File: config.mk
export PLATFORM = sky130hd
export DESIGN_NAME = sar_scan_controller
export DESIGN_NICKNAME = d
export VERILOG_FILES = /design/src/rtl/sar_scan_controller.sv
export SDC_FILE = /design/constraint.sdc
export NUM_CORES = 1
export LEC_CHECK = 0
export CAP_MARGIN = 20
export CORE_UTILIZATION = 49
export CTS_CLUSTER_SIZE = 14
export DETAILED_ROUTE_END_ITERATION = 12
export GPL_TIMING_DRIVEN = 0
export PLACE_DENSITY = 0.84
export SLEW_MARGIN = 10
export SYNTH_ARGS = -nofsm -noshare
export SYNTH_HDL_FRONTEND = slang
export SYNTH_SLANG_ARGS = --single-unit
File: constraint.sdc
create_clock -name clk_i -period 2.55 [get_ports clk_i]
set_input_delay 0.51 -clock clk_i [delete_from_list [all_inputs] [get_ports clk_i]]
set_output_delay 0.51 -clock clk_i [all_outputs]
set_load 0.005 [all_outputs]
File: src/rtl/sar_scan_controller.sv
`default_nettype none
// ============================================================================
// Module   : sar_scan_controller
// Brief    : Multi-channel conversion sequencer for a SAR ADC core. Steps the
//            analog mux over the enabled channels, times the acquisition
//            window, pulses the SAR start, and hands tagged results to a
//            valid/ready consumer.
// Revision : 1.0 - initial release
// ============================================================================
module sar_scan_controller #(
    parameter int NOB     = 10,
    parameter int NCH     = 4,
    parameter int CHW     = 2,
    parameter int ACQ_W   = 8,
    parameter int TIMEOUT = 31
) (
    input  logic             clk_i,
    input  logic             rst_ni,
    input  logic             enable_i,
    input  logic [NCH-1:0]   ch_mask_i,
    input  logic [ACQ_W-1:0] acq_cycles_i,
    input  logic             continuous_i,
    input  logic             trigger_i,
    input  logic             adc_eoc_i,
    input  logic [NOB-1:0]   adc_data_i,
    output logic [CHW-1:0]   mux_sel_o,
    output logic             sample_o,
    output logic             adc_start_o,
    output logic             res_valid_o,
    input  logic             res_ready_i,
    output logic [NOB-1:0]   res_data_o,
    output logic [CHW-1:0]   res_ch_o,
    output logic             busy_o,
    output logic             scan_done_o,
    output logic             overrun_o,
    output logic             timeout_err_o
);

    localparam int              TO_W    = $clog2(TIMEOUT + 1);
    localparam logic [TO_W-1:0] TO_LAST = TO_W'(TIMEOUT - 1);

    localparam logic [2:0] ST_IDLE   = 3'd0;
    localparam logic [2:0] ST_SELECT = 3'd1;
    localparam logic [2:0] ST_ACQ    = 3'd2;
    localparam logic [2:0] ST_START  = 3'd3;
    localparam logic [2:0] ST_CONV   = 3'd4;
    localparam logic [2:0] ST_NEXT   = 3'd5;

    logic [2:0]       state_q, state_d;
    logic [CHW-1:0]   cur_q, cur_d;
    logic [NCH-1:0]   mask_q, mask_d;
    logic [ACQ_W-1:0] acq_q, acq_d;
    logic [TO_W-1:0]  to_q, to_d;
    logic [CHW-1:0]   mux_sel_q;
    logic             res_valid_q;
    logic [NOB-1:0]   res_data_q;
    logic [CHW-1:0]   res_ch_q;
    logic             scan_done_q, scan_done_d;
    logic             overrun_q;
    logic             timeout_err_q;

    logic             low_found;
    logic [CHW-1:0]   low_idx;
    logic             nxt_found;
    logic [CHW-1:0]   nxt_idx;
    logic             start_scan;
    logic             load_res;
    logic             timeout_set;

    // Lowest set bit of the live mask, and next latched channel above cur.
    // Descending loops leave the lowest qualifying index in the result.
    always_comb begin
        low_found = 1'b0;
        low_idx   = '0;
        nxt_found = 1'b0;
        nxt_idx   = '0;
        for (int i = NCH - 1; i >= 0; i--) begin
            if (ch_mask_i[i]) begin
                low_found = 1'b1;
                low_idx   = CHW'(i);
            end
            if (mask_q[i] && (i > int'(cur_q))) begin
                nxt_found = 1'b1;
                nxt_idx   = CHW'(i);
            end
        end
    end

    // Sequencer next-state logic; a dropped enable overrides everything.
    always_comb begin
        state_d     = state_q;
        cur_d       = cur_q;
        mask_d      = mask_q;
        acq_d       = acq_q;
        to_d        = to_q;
        scan_done_d = 1'b0;
        start_scan  = 1'b0;
        load_res    = 1'b0;
        timeout_set = 1'b0;
        case (state_q)
            ST_IDLE: begin
                if (enable_i && low_found && (continuous_i || trigger_i)) begin
                    start_scan = 1'b1;
                    mask_d     = ch_mask_i;
                    cur_d      = low_idx;
                    state_d    = ST_SELECT;
                end
            end
            ST_SELECT: begin
                acq_d   = acq_cycles_i;
                state_d = ST_ACQ;
            end
            ST_ACQ: begin
                if (acq_q == '0) begin
                    state_d = ST_START;
                end else begin
                    acq_d = acq_q - ACQ_W'(1);
                end
            end
            ST_START: begin
                to_d    = '0;
                state_d = ST_CONV;
            end
            ST_CONV: begin
                if (adc_eoc_i) begin
                    load_res = 1'b1;
                    state_d  = ST_NEXT;
                end else if (to_q == TO_LAST) begin
                    timeout_set = 1'b1;
                    state_d     = ST_NEXT;
                end else begin
                    to_d = to_q + TO_W'(1);
                end
            end
            ST_NEXT: begin
                if (nxt_found) begin
                    cur_d   = nxt_idx;
                    state_d = ST_SELECT;
                end else begin
                    scan_done_d = 1'b1;
                    if (enable_i && continuous_i && low_found) begin
                        mask_d  = ch_mask_i;
                        cur_d   = low_idx;
                        state_d = ST_SELECT;
                    end else begin
                        state_d = ST_IDLE;
                    end
                end
            end
            default: state_d = ST_IDLE;
        endcase

        if ((state_q != ST_IDLE) && !enable_i) begin
            state_d     = ST_IDLE;
            cur_d       = cur_q;
            mask_d      = mask_q;
            scan_done_d = 1'b0;
            load_res    = 1'b0;
            timeout_set = 1'b0;
        end
    end

    // Sequencer state registers; mux select follows cur on entry to SELECT.
    always_ff @(posedge clk_i or negedge rst_ni) begin
        if (!rst_ni) begin
            state_q     <= ST_IDLE;
            cur_q       <= '0;
            mask_q      <= '0;
            acq_q       <= '0;
            to_q        <= '0;
            mux_sel_q   <= '0;
            scan_done_q <= 1'b0;
        end else begin
            state_q     <= state_d;
            cur_q       <= cur_d;
            mask_q      <= mask_d;
            acq_q       <= acq_d;
            to_q        <= to_d;
            scan_done_q <= scan_done_d;
            if (state_d == ST_SELECT) begin
                mux_sel_q <= cur_d;
            end
        end
    end

    // Result holding register with valid/ready handshake; a new load wins
    // over a same-edge transfer so valid stays high with fresh data.
    always_ff @(posedge clk_i or negedge rst_ni) begin
        if (!rst_ni) begin
            res_valid_q <= 1'b0;
            res_data_q  <= '0;
            res_ch_q    <= '0;
        end else if (load_res) begin
            res_valid_q <= 1'b1;
            res_data_q  <= adc_data_i;
            res_ch_q    <= cur_q;
        end else if (res_ready_i) begin
            res_valid_q <= 1'b0;
        end
    end

    // Sticky error flags, cleared when a fresh scan starts from idle.
    always_ff @(posedge clk_i or negedge rst_ni) begin
        if (!rst_ni) begin
            overrun_q     <= 1'b0;
            timeout_err_q <= 1'b0;
        end else if (start_scan) begin
            overrun_q     <= 1'b0;
            timeout_err_q <= 1'b0;
        end else begin
            if (load_res && res_valid_q && !res_ready_i) begin
                overrun_q <= 1'b1;
            end
            if (timeout_set) begin
                timeout_err_q <= 1'b1;
            end
        end
    end

    // Strobes are gated by enable so an abort never samples or starts.
    assign sample_o      = (state_q == ST_ACQ) && enable_i;
    assign adc_start_o   = (state_q == ST_START) && enable_i;
    assign busy_o        = (state_q != ST_IDLE);
    assign mux_sel_o     = mux_sel_q;
    assign res_valid_o   = res_valid_q;
    assign res_data_o    = res_data_q;
    assign res_ch_o      = res_ch_q;
    assign scan_done_o   = scan_done_q;
    assign overrun_o     = overrun_q;
    assign timeout_err_o = timeout_err_q;

endmodule
`default_nettype wire

==> results of run 1 <==
[logic make-up after synthesis]
| family | after synthesis | share of synthesized area |
|---|---|---|
| DFF | 39 | 0.467 |
| muxes | 18 | 0.0964 |
| xor gates and xnor gates | 4 | 0.0168 |
| and+or+nand+nor | 83 | 0.201 |
| adders and majority gates | 4 | 0.0240 |
| buffers and inverters | 19 | 0.0347 |
| AOI/OAI and AO/OA | 49 | 0.160 |
[layout by cell type (no fill, tap or decap), types with 5 or more instances in the layout]
cell type	instances
o21ai_0	11
clkdlybuf4s50_1	44
nand2_1	12
mux2_2	14
nor2_1	28
nor3_1	5
dfrtp_1	39
nand3_1	6
a21oi_1	9
inv_1	9
clkbuf_8	6
clkbuf_1	5
[path summary, 6_finish.rpt]
check	startpoint	endpoint	slack [ns]	cells past startpoint
worst max-delay path	ch_mask_i[3]	mux_sel_o[0]	0.16	7
worst min-delay path	overrun_o	overrun_o	0.50	1
worst max register to register	acq_q[0]	acq_q[3]	0.31	8
worst min register to register	overrun_o	overrun_o	0.50	1
max in group asynchronous	rst_ni	mask_q[1]	1.61	3
min in group asynchronous	rst_ni	acq_q[1]	0.54	2
[cells in the mapped netlist, types with 3 or more instances]
cell / count / area, sq um
a21oi_1: 9 / 45.0
ha_1: 4 / 50.1
o21a_1: 3 / 22.5
inv_1: 9 / 33.8
nand2_1: 12 / 45.0
xor2_1: 3 / 26.3
clkbuf_1: 8 / 30.0
nor3b_1: 3 / 22.5
a31oi_1: 4 / 25.0
nand3b_1: 3 / 22.5
nand4_1: 4 / 25.0
mux2_1: 3 / 33.8
nand3_1: 6 / 30.0
nor2b_1: 4 / 25.0
dfrtp_1: 39 / 976
o21ai_0: 11 / 55.1
and2_1: 3 / 18.8
or3_1: 3 / 18.8
and3_1: 3 / 18.8
nor3_1: 5 / 25.0
mux2_2: 14 / 158
nor2_1: 28 / 105
[area by class of cell]
cell class                      instances  area share
Sequential cell                        39       0.351
Inverter                                9      0.0122
Clock inverter                          2      0.0126
Timing Repair Buffer                   50       0.183
Tap cell                               50      0.0225
Multi-Input combinational cell        158       0.374
Buffer                                  9      0.0144
Clock buffer                            6      0.0297
[sequential cells by signal, summed over array words and instances, names as in the netlist, 2 cells and up]
name	count
acq_q	8
cur_q	2
mask_q	3
mux_sel_o	2
res_ch_o	2
res_data_o	10
state_q	3
to_q	5
[power by group]
| group | total (mW) | switching (mW) | internal [mW] |
|---|---|---|---|
| Combinational | 1.25 | 0.582 | 0.664 |
| Clock | 0.536 | 0.219 | 0.317 |
| Sequential | 1.05 | 0.199 | 0.851 |
[metal layers]
metal,global-route usage,wire length (um),vias to the layer above
met5,0,0,-
met1,0.282,2010,853
met3,0.0676,376,8
met2,0.335,2150,71
met4,0.0824,77,0
li1,-,-,891
[worst max-delay path: cells and delay by family]
family / cells / cell delay (ns)
muxes: 1 / 0.38
and+or+nand+nor: 3 / 0.60
AOI/OAI and AO/OA: 1 / 0.45
buffers and inverters: 2 / 0.63
[timing repair]
action / 4_1_cts / 5_1_grt
pin swaps: 0 / 1
hold buffers: 0 / 1
gates resized for setup: 3 / 4
hold endpoints to repair: 0 / 3
endpoints found under the setup margin: 2 / 3
[metrics by stage]
step | cells | hold WS, ns | setup slack, ns | area [sq um] | TNS [ns]
after CTS | 322 | 0.00631 | 0.0589 | 2760 | 0
after detailed placement | 315 | 0.330 | -0.244 | 2650 | -0.842
final | 323 | 0.498 | 0.158 | 2780 | 0
after global routing | 323 | 0.518 | 0.0255 | 2780 | 0
after floorplan | 216 | 0.214 | 0.434 | 2090 | 0
after global placement | 314 | 0.475 | -0.231 | 2630 | -0.717
==> flow_summary.ini, run 1 <==
[die]
row_count = 23
start_util = 0.515
core_region_area_sq_um = 4060
die_x_um = 67.3
die_height_um = 67.3
num_io_pins = 50
die_area_sq_um = 4530

[clock_tree]
cts.sinks = 39
htreeDepth = 2
root_buffer = clkbuf_8
cts_tree = done
cts_setup_buffers = 0
cts.path.max_buffers = 2
clk_pin_slew_ns = 0.08
clk_latency_ns = 0.30
numCtsBuffers = 5

[global_route]
grt_antenna_before_repair = 0
grt_overflow_total = 0
grt_pass1_vias = 1650
grt_pass1_wl_um = 7250
grt_max_degree = 37
grt_usage = 0.216

[placement]
io_buffers = 48
dp_hpwl_um = 3260
finalWeightedCongestion = 0.879

[worst_setup_path]
end_kind = flop
worstPathMaxFanout = 6
cp_cell_sequence = clkdlybuf4s50_1 > or4_1 > buf_2 > nand2_1 > nor2_1 > o41ai_2 > mux2_2
setup.worst_path.class = input pin to flop
max_stage_delay_ns = 0.47
startpoint_type = input pin
worstPathArrival_ns = 2.57
required_ns = 2.73
cp_slowest_cell = or4_1

[cells_and_area]
antennaDiodeCount = 0
regArea_sq_um = 976
syn_to_final_growth_pct = 33.1
post-route-util = 0.685
multi_input_area_sq_um = 1040
fin_nets = 305
fillers = 321
drive_gt1_frac = 0.106

[timing]
tightest_slew_ns = 0.488
post-route-period-util = 0.938
relSlewSlack = 0.675
max_freq_mhz = 418
slew_viol_final = 0
fin_worst_skew_ns = 0.00829
setup_viol = 0
fin_crit_ns = 2.39
hold_viol = 0
rsz0062_at_grt = false

[pwr]
vdd_drop_max_uv = 549
power_density_nw_per_um2 = 1020
leakagePower_nw = 1.24
power_mw = 2.83

[route]
drc = 0
drtAntennaViolNets = 0
wl_per_cell_um = 14.3
routed_wl_um = 4610
drtIter0Drc = 145
drt_pass1_iterations = 4
vias = 1823
vias_per_cell = 5.64

[yosys]
synth-seq-cells = 39
ys_seq_area_frac = 0.467
synth_cells = 216
async_flop_share = 1.00
ys_warn_count = 0
syn-cell-area_sq_um = 2090
synth_edf_count = 0
ys_types = 50
synth_ff_type = dfrtp_1
synth_area_per_cell_sq_um = 9.67
syn-num-nets = 249

[min_path]
hold_path.class = flop to flop

[status]
status = finished, final reports clean

[flow_run]
drv_cap = 0
No activity file was read; power rests on OpenSTA's default activity.
==> run 2, diff against run 1 <==
--- a/config.mk
+++ b/config.mk
@@ -5,11 +5,11 @@
 export SDC_FILE = /design/constraint.sdc
 export NUM_CORES = 1
 export LEC_CHECK = 0
+export ABC_CLOCK_PERIOD_IN_PS = 2550
 export CAP_MARGIN = 20
 export CORE_UTILIZATION = 49
 export CTS_CLUSTER_SIZE = 14
 export DETAILED_ROUTE_END_ITERATION = 12
-export GPL_TIMING_DRIVEN = 0
 export PLACE_DENSITY = 0.84
 export SLEW_MARGIN = 10
 export SYNTH_ARGS = -nofsm -noshare
==> flow_summary.ini, run 2 (synthesis gave the netlist of run 1 again) <==
[worst_setup_path]
crit_top_cell = clkdlybuf4s50_1
reg2regPathDepth = 5
worstPathArrival_ns = 1.85
cp_slowest_cell = clkdlybuf4s50_1
cp_cell_sequence = clkdlybuf4s50_1 > buf_4 > and3_1 > clkdlybuf4s50_1
endpoint = sample_o
worstPathMaxFanout = 7
crit_path_start = enable_i
r2r_slack_ns = 0.49
end_kind = output port
max_stage_delay_ns = 0.52
r2r-end = mux_sel_o[0]
required_ns = 2.04
startpoint_type = input pin
setup.worst_path.class = input pin to output port
rr_startpoint = state_q[0]

[timing]
post-route-period-util = 0.925
relSlewSlack = 0.426
tightest_slew_ns = 0.861
slew_viol_final = 0
fin_tns_setup_ns = 0
hold_ws_ns = 0.322
rsz0062_at_grt = false
fin_worst_skew_ns = 0.00703
setup_viol = 0
hold_viol = 0
max_freq_mhz = 424
fin_crit_ns = 2.36

[route]
vias_per_cell = 5.55
drc = 0
wl_per_cell_um = 14.4
vias = 1808
drtAntennaViolNets = 0
routed_wl_um = 4700
drt_pass1_iterations = 4
drtIter0Drc = 152

[die]
die_area_sq_um = 4530
core_region_area_sq_um = 4060
die_x_um = 67.3
num_io_pins = 50
die_height_um = 67.3
start_util = 0.515
row_count = 23

[cells_and_area]
antennaDiodeCount = 0
largest_register_ffs = 10
fin_nets = 308
drive_gt1_frac = 0.138
final_common_cell = clkdlybuf4s50_1
fillers = 312
syn_to_final_growth_pct = 35.6
post-route-util = 0.698
layout_common_cells = clkdlybuf4s50_1 (48), dfrtp_1 (39), nor2_1 (28), mux2_2 (14), buf_4 (13)

[pwr]
power_mw = 2.94
vdd_drop_max_uv = 466
power_density_nw_per_um2 = 1040
leakagePower_nw = 1.25

[flow_run]
drv_cap = 0

[global_route]
grt_pass1_vias = 1725
grt_pass1_wl_um = 7850
grt_overflow_total = 0
grt_usage = 0.235
grt_antenna_before_repair = 0
grt_max_degree = 40

[clock_tree]
clk_pin_slew_ns = 0.08
clk_latency_ns = 0.29
cts.path.max_buffers = 2
hold_buffers = 0
cts_tree = done
cts.sinks = 39
numCtsBuffers = 5
cts_setup_buffers = 0
htreeDepth = 2
root_buffer = clkbuf_8
post_cts_resized = 0

[placement]
dp_hpwl_um = 3260
finalWeightedCongestion = 0.859
io_buffers = 49

[min_path]
hold_path.class = input pin to asynchronous set/reset pin

[status]
status = finished, final reports clean
[run 2: cell count changes in the layout (fill, tap and decap cells not counted), moves of 2 or more]
| cell | delta |
|---|---|
| buf_4 | +13 |
| clkbuf_1 | -5 |
| clkdlybuf4s50_1 | +4 |
| dlymetal6s2s_1 | -2 |
[run 2: cell type report]
cell class,count,area (sq um),area share
well taps,50,62.6,0.0221
repair buffers,62,583,0.206
multi-input cells,158,1040,0.367
clock inverters,3,67.6,0.0239
clock buffers,5,68.8,0.0243
inverters,9,33.8,0.0119
flip-flops and latches,39,976,0.345
[run 2: power by group]
group | switching [mW] | internal, mW
Sequential | 0.223 | 0.851
Clock | 0.229 | 0.390
Combinational | 0.556 | 0.688
Total | 1.01 | 1.93
[run 2: how the worst min path moves through the flow]
stage                               end  slack (ns)  cells after the start
after global routing      res_data_o[1]        0.40                      1
after global placement        mask_q[1]        0.48                      1
after floorplan                acq_q[0]        0.21                      0
after CTS                 res_data_o[8]        0.35                      1
after detailed placement      mask_q[1]        0.49                      1
final                          acq_q[1]        0.32                      1
[run 2: critical path: cells and delay by family]
kind                   cells  cell delay [ns]
and+or+nand+nor            1             0.15
buffers and inverters      3             1.18
[run 2: per-stage QoR]
stage | worst slack (ns) | cell area, sq um | cells
2_1_floorplan | 0.434 | 2090 | 216
3_3_place_gp | -0.0179 | 2700 | 318
3_5_place_dp | -0.0701 | 2700 | 318
4_1_cts | 0.172 | 2830 | 326
5_1_grt | 0.0116 | 2830 | 326
6_report | 0.192 | 2830 | 326
[run 2: per-layer routing]
| layer | wire (um) | part of all wire | vias up | global-route usage |
|---|---|---|---|---|
| met1 | 2150 | 0.46 | 845 | 0.327 |
| met5 | 0 | 0 | - | 0 |
| met3 | 338 | 0.072 | 4 | 0.0405 |
| met2 | 2160 | 0.46 | 70 | 0.355 |
| li1 | - | - | 889 | - |
| met4 | 51 | 0.011 | 0 | 0.109 |
